File: config.mk
export PLATFORM = sky130hd
export DESIGN_NAME = ex_ex2_memhold_flat
export DESIGN_NICKNAME = d
export VERILOG_FILES = /design/src/rtl/ex_ex2_memhold_if.sv /design/src/rtl/ex_ex2_memhold.sv /design/src/flat_wrapper.sv
export SDC_FILE = /design/constraint.sdc
export NUM_CORES = 1
export LEC_CHECK = 0
export ABC_AREA = 0
export CORE_ASPECT_RATIO = 0.6
export CORE_UTILIZATION = 42
export CTS_BUF_LIST = sky130_fd_sc_hd__clkbuf_8
export DETAILED_ROUTE_END_ITERATION = 12
export PLACE_DENSITY = 0.84
export RECOVER_POWER = 50
export SYNTH_ARGS = -nofsm -noshare
export SYNTH_HDL_FRONTEND = slang
export SYNTH_SLANG_ARGS = --single-unit
File: constraint.sdc
create_clock -name clock -period 3 [get_ports clock]
set_input_delay 0.9 -clock clock [delete_from_list [all_inputs] [get_ports clock]]
set_output_delay 0.9 -clock clock [all_outputs]
set_load 0.005 [all_outputs]
File: src/rtl/ex_ex2_memhold_if.sv
// ex_ex2_memhold_if -- EX2 <-> L1 data-cache request/response bus.
//
//   dcOutAddr  [31:0]  request address                     (master -> slave)
//   dcOutOpm   [4:0]   request op, all-zero (READY) = idle  (master -> slave)
//   dcOutData  [63:0]  store data                          (master -> slave)
//   dcInData   [63:0]  load data, right-aligned            (slave -> master)
//   dcInOK     [1:0]   00=READY 01=OK 10=HOLD 11=FAULT     (slave -> master)
//
// master: the EX2 stage issuing requests; slave: the data cache.
interface ex_ex2_memhold_if;
    logic [31:0] dcOutAddr;
    logic [4:0]  dcOutOpm;
    logic [63:0] dcOutData;
    logic [63:0] dcInData;
    logic [1:0]  dcInOK;

    modport master (
        output dcOutAddr,
        output dcOutOpm,
        output dcOutData,
        input  dcInData,
        input  dcInOK
    );

    modport slave (
        input  dcOutAddr,
        input  dcOutOpm,
        input  dcOutData,
        output dcInData,
        output dcInOK
    );
endinterface

File: src/rtl/ex_ex2_memhold.sv
// ex_ex2_memhold -- EX2 memory-completion stage.
//
// Latches the load/store request initiated by EX1, presents it to the L1
// data cache, stalls the pipeline until the cache answers, then produces a
// registered GPR writeback (extended load data) or a one-cycle fault pulse
// on cache FAULT / wait-counter timeout.
//
// Parameters:
//   TMO_BITS    width of the wait counter; timeout when it reaches all-ones
//
// Ports:
//   clock       core clock
//   reset       synchronous, active-high
//   memAddr     request address from EX1
//   memOpm      request op: [4:3] 01=load 10=store; [2] zero-ext; [1:0] size B/W/L/Q
//   memDataOut  store data from EX1
//   regIdRm     load destination GPR from EX1
//   exHold      stall request to EX1 and upstream
//   heldIdRn2   GPR with a load outstanding (interlock), null register otherwise
//   regIdRn2    registered writeback destination, null register when none
//   regValRn2   registered writeback value
//   exFault     one-cycle pulse on cache fault or timeout
//   dc          cache bus (master side)
module ex_ex2_memhold #(
    parameter int unsigned TMO_BITS = 8
) (
    input  logic             clock,
    input  logic             reset,
    input  logic [31:0]      memAddr,
    input  logic [4:0]       memOpm,
    input  logic [63:0]      memDataOut,
    input  logic [5:0]       regIdRm,
    output logic             exHold,
    output logic [5:0]       heldIdRn2,
    output logic [5:0]       regIdRn2,
    output logic [63:0]      regValRn2,
    output logic             exFault,
    ex_ex2_memhold_if.master dc
);

    // Null register ID: "no register".
    localparam logic [5:0] JX2_GR_ZZR     = 6'h3F;
    localparam logic [4:0] UMEM_OPM_READY = 5'b00000;

    localparam logic [1:0] DC_OK    = 2'b01;
    localparam logic [1:0] DC_FAULT = 2'b11;

    localparam logic [1:0] OPC_LOAD  = 2'b01;
    localparam logic [1:0] OPC_STORE = 2'b10;

    localparam logic [TMO_BITS-1:0] TMO_LIMIT = '1;
    localparam logic [TMO_BITS-1:0] CNT_ONE   = TMO_BITS'(1);

    typedef enum logic {
        IDLE,
        BUSY
    } state_t;

    state_t state;
    state_t state_nxt;

    // Request registers; they also drive the cache bus directly.
    logic [31:0]         req_addr;
    logic [4:0]          req_opm;
    logic [63:0]         req_data;
    logic [5:0]          req_id;
    logic [TMO_BITS-1:0] wait_cnt;

    // Per-cycle actions decided by the FSM.
    logic capture;
    logic finish_ok;
    logic finish_err;
    logic cnt_step;

    logic        req_is_load;
    logic [63:0] load_ext;

    assign req_is_load = (req_opm[4:3] == OPC_LOAD);

    // Sign/zero extension of right-aligned load data. Quad ignores mode[2].
    function automatic logic [63:0] extend_load(input logic [2:0]  mode,
                                                input logic [63:0] raw);
        logic [63:0] res;
        res = raw;
        unique case (mode[1:0])
            2'b00:   res = mode[2] ? {56'd0, raw[7:0]}
                                   : {{56{raw[7]}}, raw[7:0]};
            2'b01:   res = mode[2] ? {48'd0, raw[15:0]}
                                   : {{48{raw[15]}}, raw[15:0]};
            2'b10:   res = mode[2] ? {32'd0, raw[31:0]}
                                   : {{32{raw[31]}}, raw[31:0]};
            default: res = raw;
        endcase
        return res;
    endfunction

    assign load_ext = extend_load(req_opm[2:0], dc.dcInData);

    // Cache bus: op is only visible while BUSY, so the cache sees READY for
    // at least one cycle between consecutive requests.
    assign dc.dcOutAddr = req_addr;
    assign dc.dcOutData = req_data;
    assign dc.dcOutOpm  = (state == BUSY) ? req_opm : UMEM_OPM_READY;

    always_ff @(posedge clock) begin
        if (reset) begin
            state <= IDLE;
        end else begin
            state <= state_nxt;
        end
    end

    always_comb begin
        state_nxt  = state;
        exHold     = 1'b0;
        heldIdRn2  = JX2_GR_ZZR;
        capture    = 1'b0;
        finish_ok  = 1'b0;
        finish_err = 1'b0;
        cnt_step   = 1'b0;

        unique case (state)
            IDLE: begin
                if (memOpm[4:3] == OPC_LOAD || memOpm[4:3] == OPC_STORE) begin
                    capture   = 1'b1;
                    exHold    = 1'b1;
                    state_nxt = BUSY;
                    // Interlock must cover the capture cycle too, before the
                    // request registers hold the ID.
                    if (memOpm[4:3] == OPC_LOAD) begin
                        heldIdRn2 = regIdRm;
                    end
                end
            end
            BUSY: begin
                if (req_is_load) begin
                    heldIdRn2 = req_id;
                end
                // OK takes priority over fault/timeout in the same cycle.
                if (dc.dcInOK == DC_OK) begin
                    finish_ok = 1'b1;
                    state_nxt = IDLE;
                end else if (dc.dcInOK == DC_FAULT || wait_cnt == TMO_LIMIT) begin
                    finish_err = 1'b1;
                    state_nxt  = IDLE;
                end else begin
                    exHold   = 1'b1;
                    cnt_step = 1'b1;
                end
            end
        endcase
    end

    always_ff @(posedge clock) begin
        if (reset) begin
            req_addr  <= '0;
            req_opm   <= UMEM_OPM_READY;
            req_data  <= '0;
            req_id    <= JX2_GR_ZZR;
            wait_cnt  <= '0;
            regIdRn2  <= JX2_GR_ZZR;
            regValRn2 <= '0;
            exFault   <= 1'b0;
        end else begin
            // Writeback and fault are single-cycle events.
            regIdRn2 <= JX2_GR_ZZR;
            exFault  <= 1'b0;

            if (capture) begin
                req_addr <= memAddr;
                req_opm  <= memOpm;
                req_data <= memDataOut;
                req_id   <= regIdRm;
                wait_cnt <= '0;
            end

            if (cnt_step && wait_cnt != TMO_LIMIT) begin
                wait_cnt <= wait_cnt + CNT_ONE;
            end

            if (finish_ok && req_is_load) begin
                regIdRn2  <= req_id;
                regValRn2 <= load_ext;
            end

            if (finish_err) begin
                exFault <= 1'b1;
            end
        end
    end

endmodule

File: src/flat_wrapper.sv
// flat-port wrapper written by rule: the top's interface ports become plain ports
module ex_ex2_memhold_flat 
#(
    parameter int unsigned TMO_BITS = 8
)
  (clock, reset, memAddr, memOpm, memDataOut, regIdRm, exHold, heldIdRn2, regIdRn2, regValRn2, exFault, dc_dcOutAddr, dc_dcOutOpm, dc_dcOutData, dc_dcInData, dc_dcInOK);
  ex_ex2_memhold_if dc_i ();
  input  logic clock;
  input  logic reset;
  input  logic [31:0] memAddr;
  input  logic [4:0] memOpm;
  input  logic [63:0] memDataOut;
  input  logic [5:0] regIdRm;
  output logic exHold;
  output logic [5:0] heldIdRn2;
  output logic [5:0] regIdRn2;
  output logic [63:0] regValRn2;
  output logic exFault;
  output wire logic [$bits(dc_i.dcOutAddr)-1:0] dc_dcOutAddr;
  output wire logic [$bits(dc_i.dcOutOpm)-1:0] dc_dcOutOpm;
  output wire logic [$bits(dc_i.dcOutData)-1:0] dc_dcOutData;
  input wire logic [$bits(dc_i.dcInData)-1:0] dc_dcInData;
  input wire logic [$bits(dc_i.dcInOK)-1:0] dc_dcInOK;
  assign dc_dcOutAddr = dc_i.dcOutAddr;
  assign dc_dcOutOpm = dc_i.dcOutOpm;
  assign dc_dcOutData = dc_i.dcOutData;
  assign dc_i.dcInData = dc_dcInData;
  assign dc_i.dcInOK = dc_dcInOK;
  ex_ex2_memhold #(.TMO_BITS(TMO_BITS)) u_core (.clock(clock), .reset(reset), .memAddr(memAddr), .memOpm(memOpm), .memDataOut(memDataOut), .regIdRm(regIdRm), .exHold(exHold), .heldIdRn2(heldIdRn2), .regIdRn2(regIdRn2), .regValRn2(regValRn2), .exFault(exFault), .dc(dc_i));
endmodule
==> results.cfg <==
[place]
port_buffers = 353
dp_hpwl_mm = 16.1
gp_congestion = 0.822
place_area_um2 = 10800
dp.cells = 1398

[yosys]
syn_nets = 1047
synth.distinct_cells = 37
synth-seq-cells = 187
synth_cells = 869
synth_top_family_by_area = simple AND/OR/NAND/NOR gates
synth-simple-area-share_pct = 22.3
synth.avg_cell_area_um2 = 8.20
synth_fa_ha_area_share_pct = 0.527
ys_warn_count = 0
synth_compound_area_share_pct = 19.7
syn_area_um2 = 7130
synth.area.mux_share_pct = 0.281
synth.yosys.seq_area_share_pct = 52.5
synthXorXnorAreaFrac_pct = 0

[finish]
fin_util_pct = 67.7
fin_nets = 1367
mostFrequentLayoutCell = nand2_1
drive_gt1_share_pct = 5.66
n_antenna_cell = 0
fin_cells = 1429
syn2layout_area_growth_pct = 55.6
design_area_um2 = 11100
layout_common_cells = 261 x nand2_1, 229 x clkdlybuf4s50_1, 187 x dfxtp_1

[worst_setup_path]
cp-end-kind = output port
cp_cell_sequence = clkdlybuf4s50_1 -> inv_1 -> ha_1 -> or2_4 -> nand2_1 -> buf_2
arrival_ns = 2.10
slowest_stage = clkdlybuf4s50_1
crit_path_max_fanout = 2
critPathRequiredTime_ns = 2.10
startpoint_type = primary input
slowest_delay_ns = 0.47
critPathKind = in -> out

[power_and_ir_drop]
power_density_nw_per_um2 = 477
vdd_drop_max_mv = 0.288
p_leak_nw = 4.28

[clock_network]
root_buffer = clkbuf_8
cts_hold_buf = 0
clk_path_buf_depth = 2
insertion_delay_ns = 0.44
cts_max_level = 4
cts_tree = yes
cts_sinks = 187
cts_buffers = 17
clkSlewWorstSetupHoldPaths_ns = 0.09

[timing]
post-route-period-util_pct = 99.9
fmax_mhz = 334
slew_headroom_pct = 52.8
finalHoldViolations = 0
finalSetupViolCount = 0
rsz0062_at_grt = true
finalClockSkew_ns = 0.0187
tightestPinTransition_ns = 0.708
drv_slew = 0
fin_crit_ns = 3.00
tns_ns = 0

[global_routing]
grt-ovfl-total = 0
grt_pass1_vias = 6638
track_usage_pct = 24.8
grt_pass1_wl_mm = 33.9
grt_max_degree = 66
antenna_found_initial = 0

[route]
detail_route.wl_per_cell_um = 16.0
totalWireLength_mm = 22.8
vias = 7132
dr.first_iter.drc_count = 407
drt-vias-per-instance = 4.99
ant_nets = 0
remaining_drc_errors = 0
drtPass1Iterations = 5

[worst_hold_path]
holdCritPathClass = reg -> reg

[floorplan]
core_area_um2 = 16400
dieArea_um2 = 17500
initial_utilization_pct = 43.5
fp-row-count = 36
die_w_um = 170
io_pins = 354
die_y_um = 103

[outcome]
status = finished clean

[run]
cap_violations = 0
cells by family (layout without fill, tap and decap cells):
| logic type | Yosys count | in the layout |
|---|---|---|
| AND/OR/NAND/NOR | 381 | 381 |
| AO/OA/AOI/OAI | 222 | 222 |
| flip-flops | 187 | 187 |
| buffers and inverters | 74 | 406 |
| adder cells (fa/ha/maj) | 3 | 3 |
| multiplexers | 2 | 2 |
worst paths after layout:
check                     startpoint                      end  slack (ns)  cells past startpoint
max                        memOpm[3]                   exHold       0.002                      6
min          u_core.dc.dcOutData[39]  u_core.dc.dcOutData[39]        0.45                      2
max reg2reg        u_core.req_opm[4]     u_core.regValRn2[29]        0.75                      4
min reg2reg  u_core.dc.dcOutData[39]  u_core.dc.dcOutData[39]        0.45                      2
cells in the mapped netlist, drive strengths merged:
library cell / instances / area (um2)
nand3: 10 / 50.1
and2: 6 / 37.5
o21ai: 4 / 20.0
nand3b: 7 / 52.6
nand2: 261 / 980
inv: 2 / 7.51
a22oi: 6 / 45.0
or4: 2 / 15.0
o211ai: 2 / 15.0
nand4: 2 / 12.5
nor3: 3 / 26.3
or3: 9 / 61.3
a21oi: 146 / 843
nor2b: 1 / 6.26
a31oi: 5 / 31.3
a41o: 1 / 10.0
mux2i: 2 / 20.0
or2: 2 / 12.5
and4: 1 / 11.3
nand2b: 4 / 25.0
and3b: 1 / 8.76
a311oi: 1 / 8.76
dfxtp: 187 / 3740
a211oi: 56 / 420
a41oi: 1 / 8.76
ha: 3 / 37.5
nor3b: 1 / 12.5
nor2: 71 / 282
clkbuf: 47 / 176
buf: 25 / 149
sequential cells by signal, indices dropped and copies added (netlist names):
signal / count
u_core.req_id: 6
u_core.dc.dcOutData: 64
u_core.req_opm: 5
u_core.wait_cnt: 8
u_core.regIdRn2: 6
u_core.regValRn2: 64
u_core.dc.dcOutAddr: 32
u_core.state: 1
u_core.exFault: 1
area by class of cell:
cell class / count / area (um2)
sequential: 187 / 3740
clock buffer: 17 / 234
fill: 1391 / 5300
timing repair buffer: 373 / 3700
tap: 228 / 285
clock inverter: 14 / 156
multi-input combinational: 608 / 2960
inverter: 2 / 7.51
through the flow:
step	hold slack, ns	power (mW)	setup WS, ns
final	0.454	5.29	0.00195
after global routing	0.470	5.55	-0.0475
after CTS	0.459	5.38	-0.0102
after detailed placement	0.445	3.71	-0.439
after global placement	0.441	3.69	-0.422
after floorplan	0.440	3.11	0.176
worst max-delay path: cells and delay by family:
kind	cells	cell delay, ns
AND/OR/NAND/NOR	2	0.28
buffers and inverters	3	0.63
adder cells (fa/ha/maj)	1	0.28
layer usage:
metal,global-route usage [%],up-vias,share of wire [%]
li1,-,3556,-
met1,28.6,3314,40
met2,44.1,237,50
met3,8.56,25,8.6
met4,6.65,0,1.4
met5,0,-,0
power by group:
part | total, mW | switching (mW) | internal [mW]
Clock | 1.67 | 0.976 | 0.694
Combinational | 0.941 | 0.439 | 0.502
Sequential | 2.67 | 0.0646 | 2.61
Total | 5.29 | 1.48 | 3.81
repair_timing:
| item | in CTS | in global routing |
|---|---|---|
| buffers inserted | 0 | 0 |
| resized for setup | 19 | 8 |
| pin swaps | 1 | 0 |
| endpoints found under the setup margin | 7 | 25 |
(Power assumes the default switching activity.)
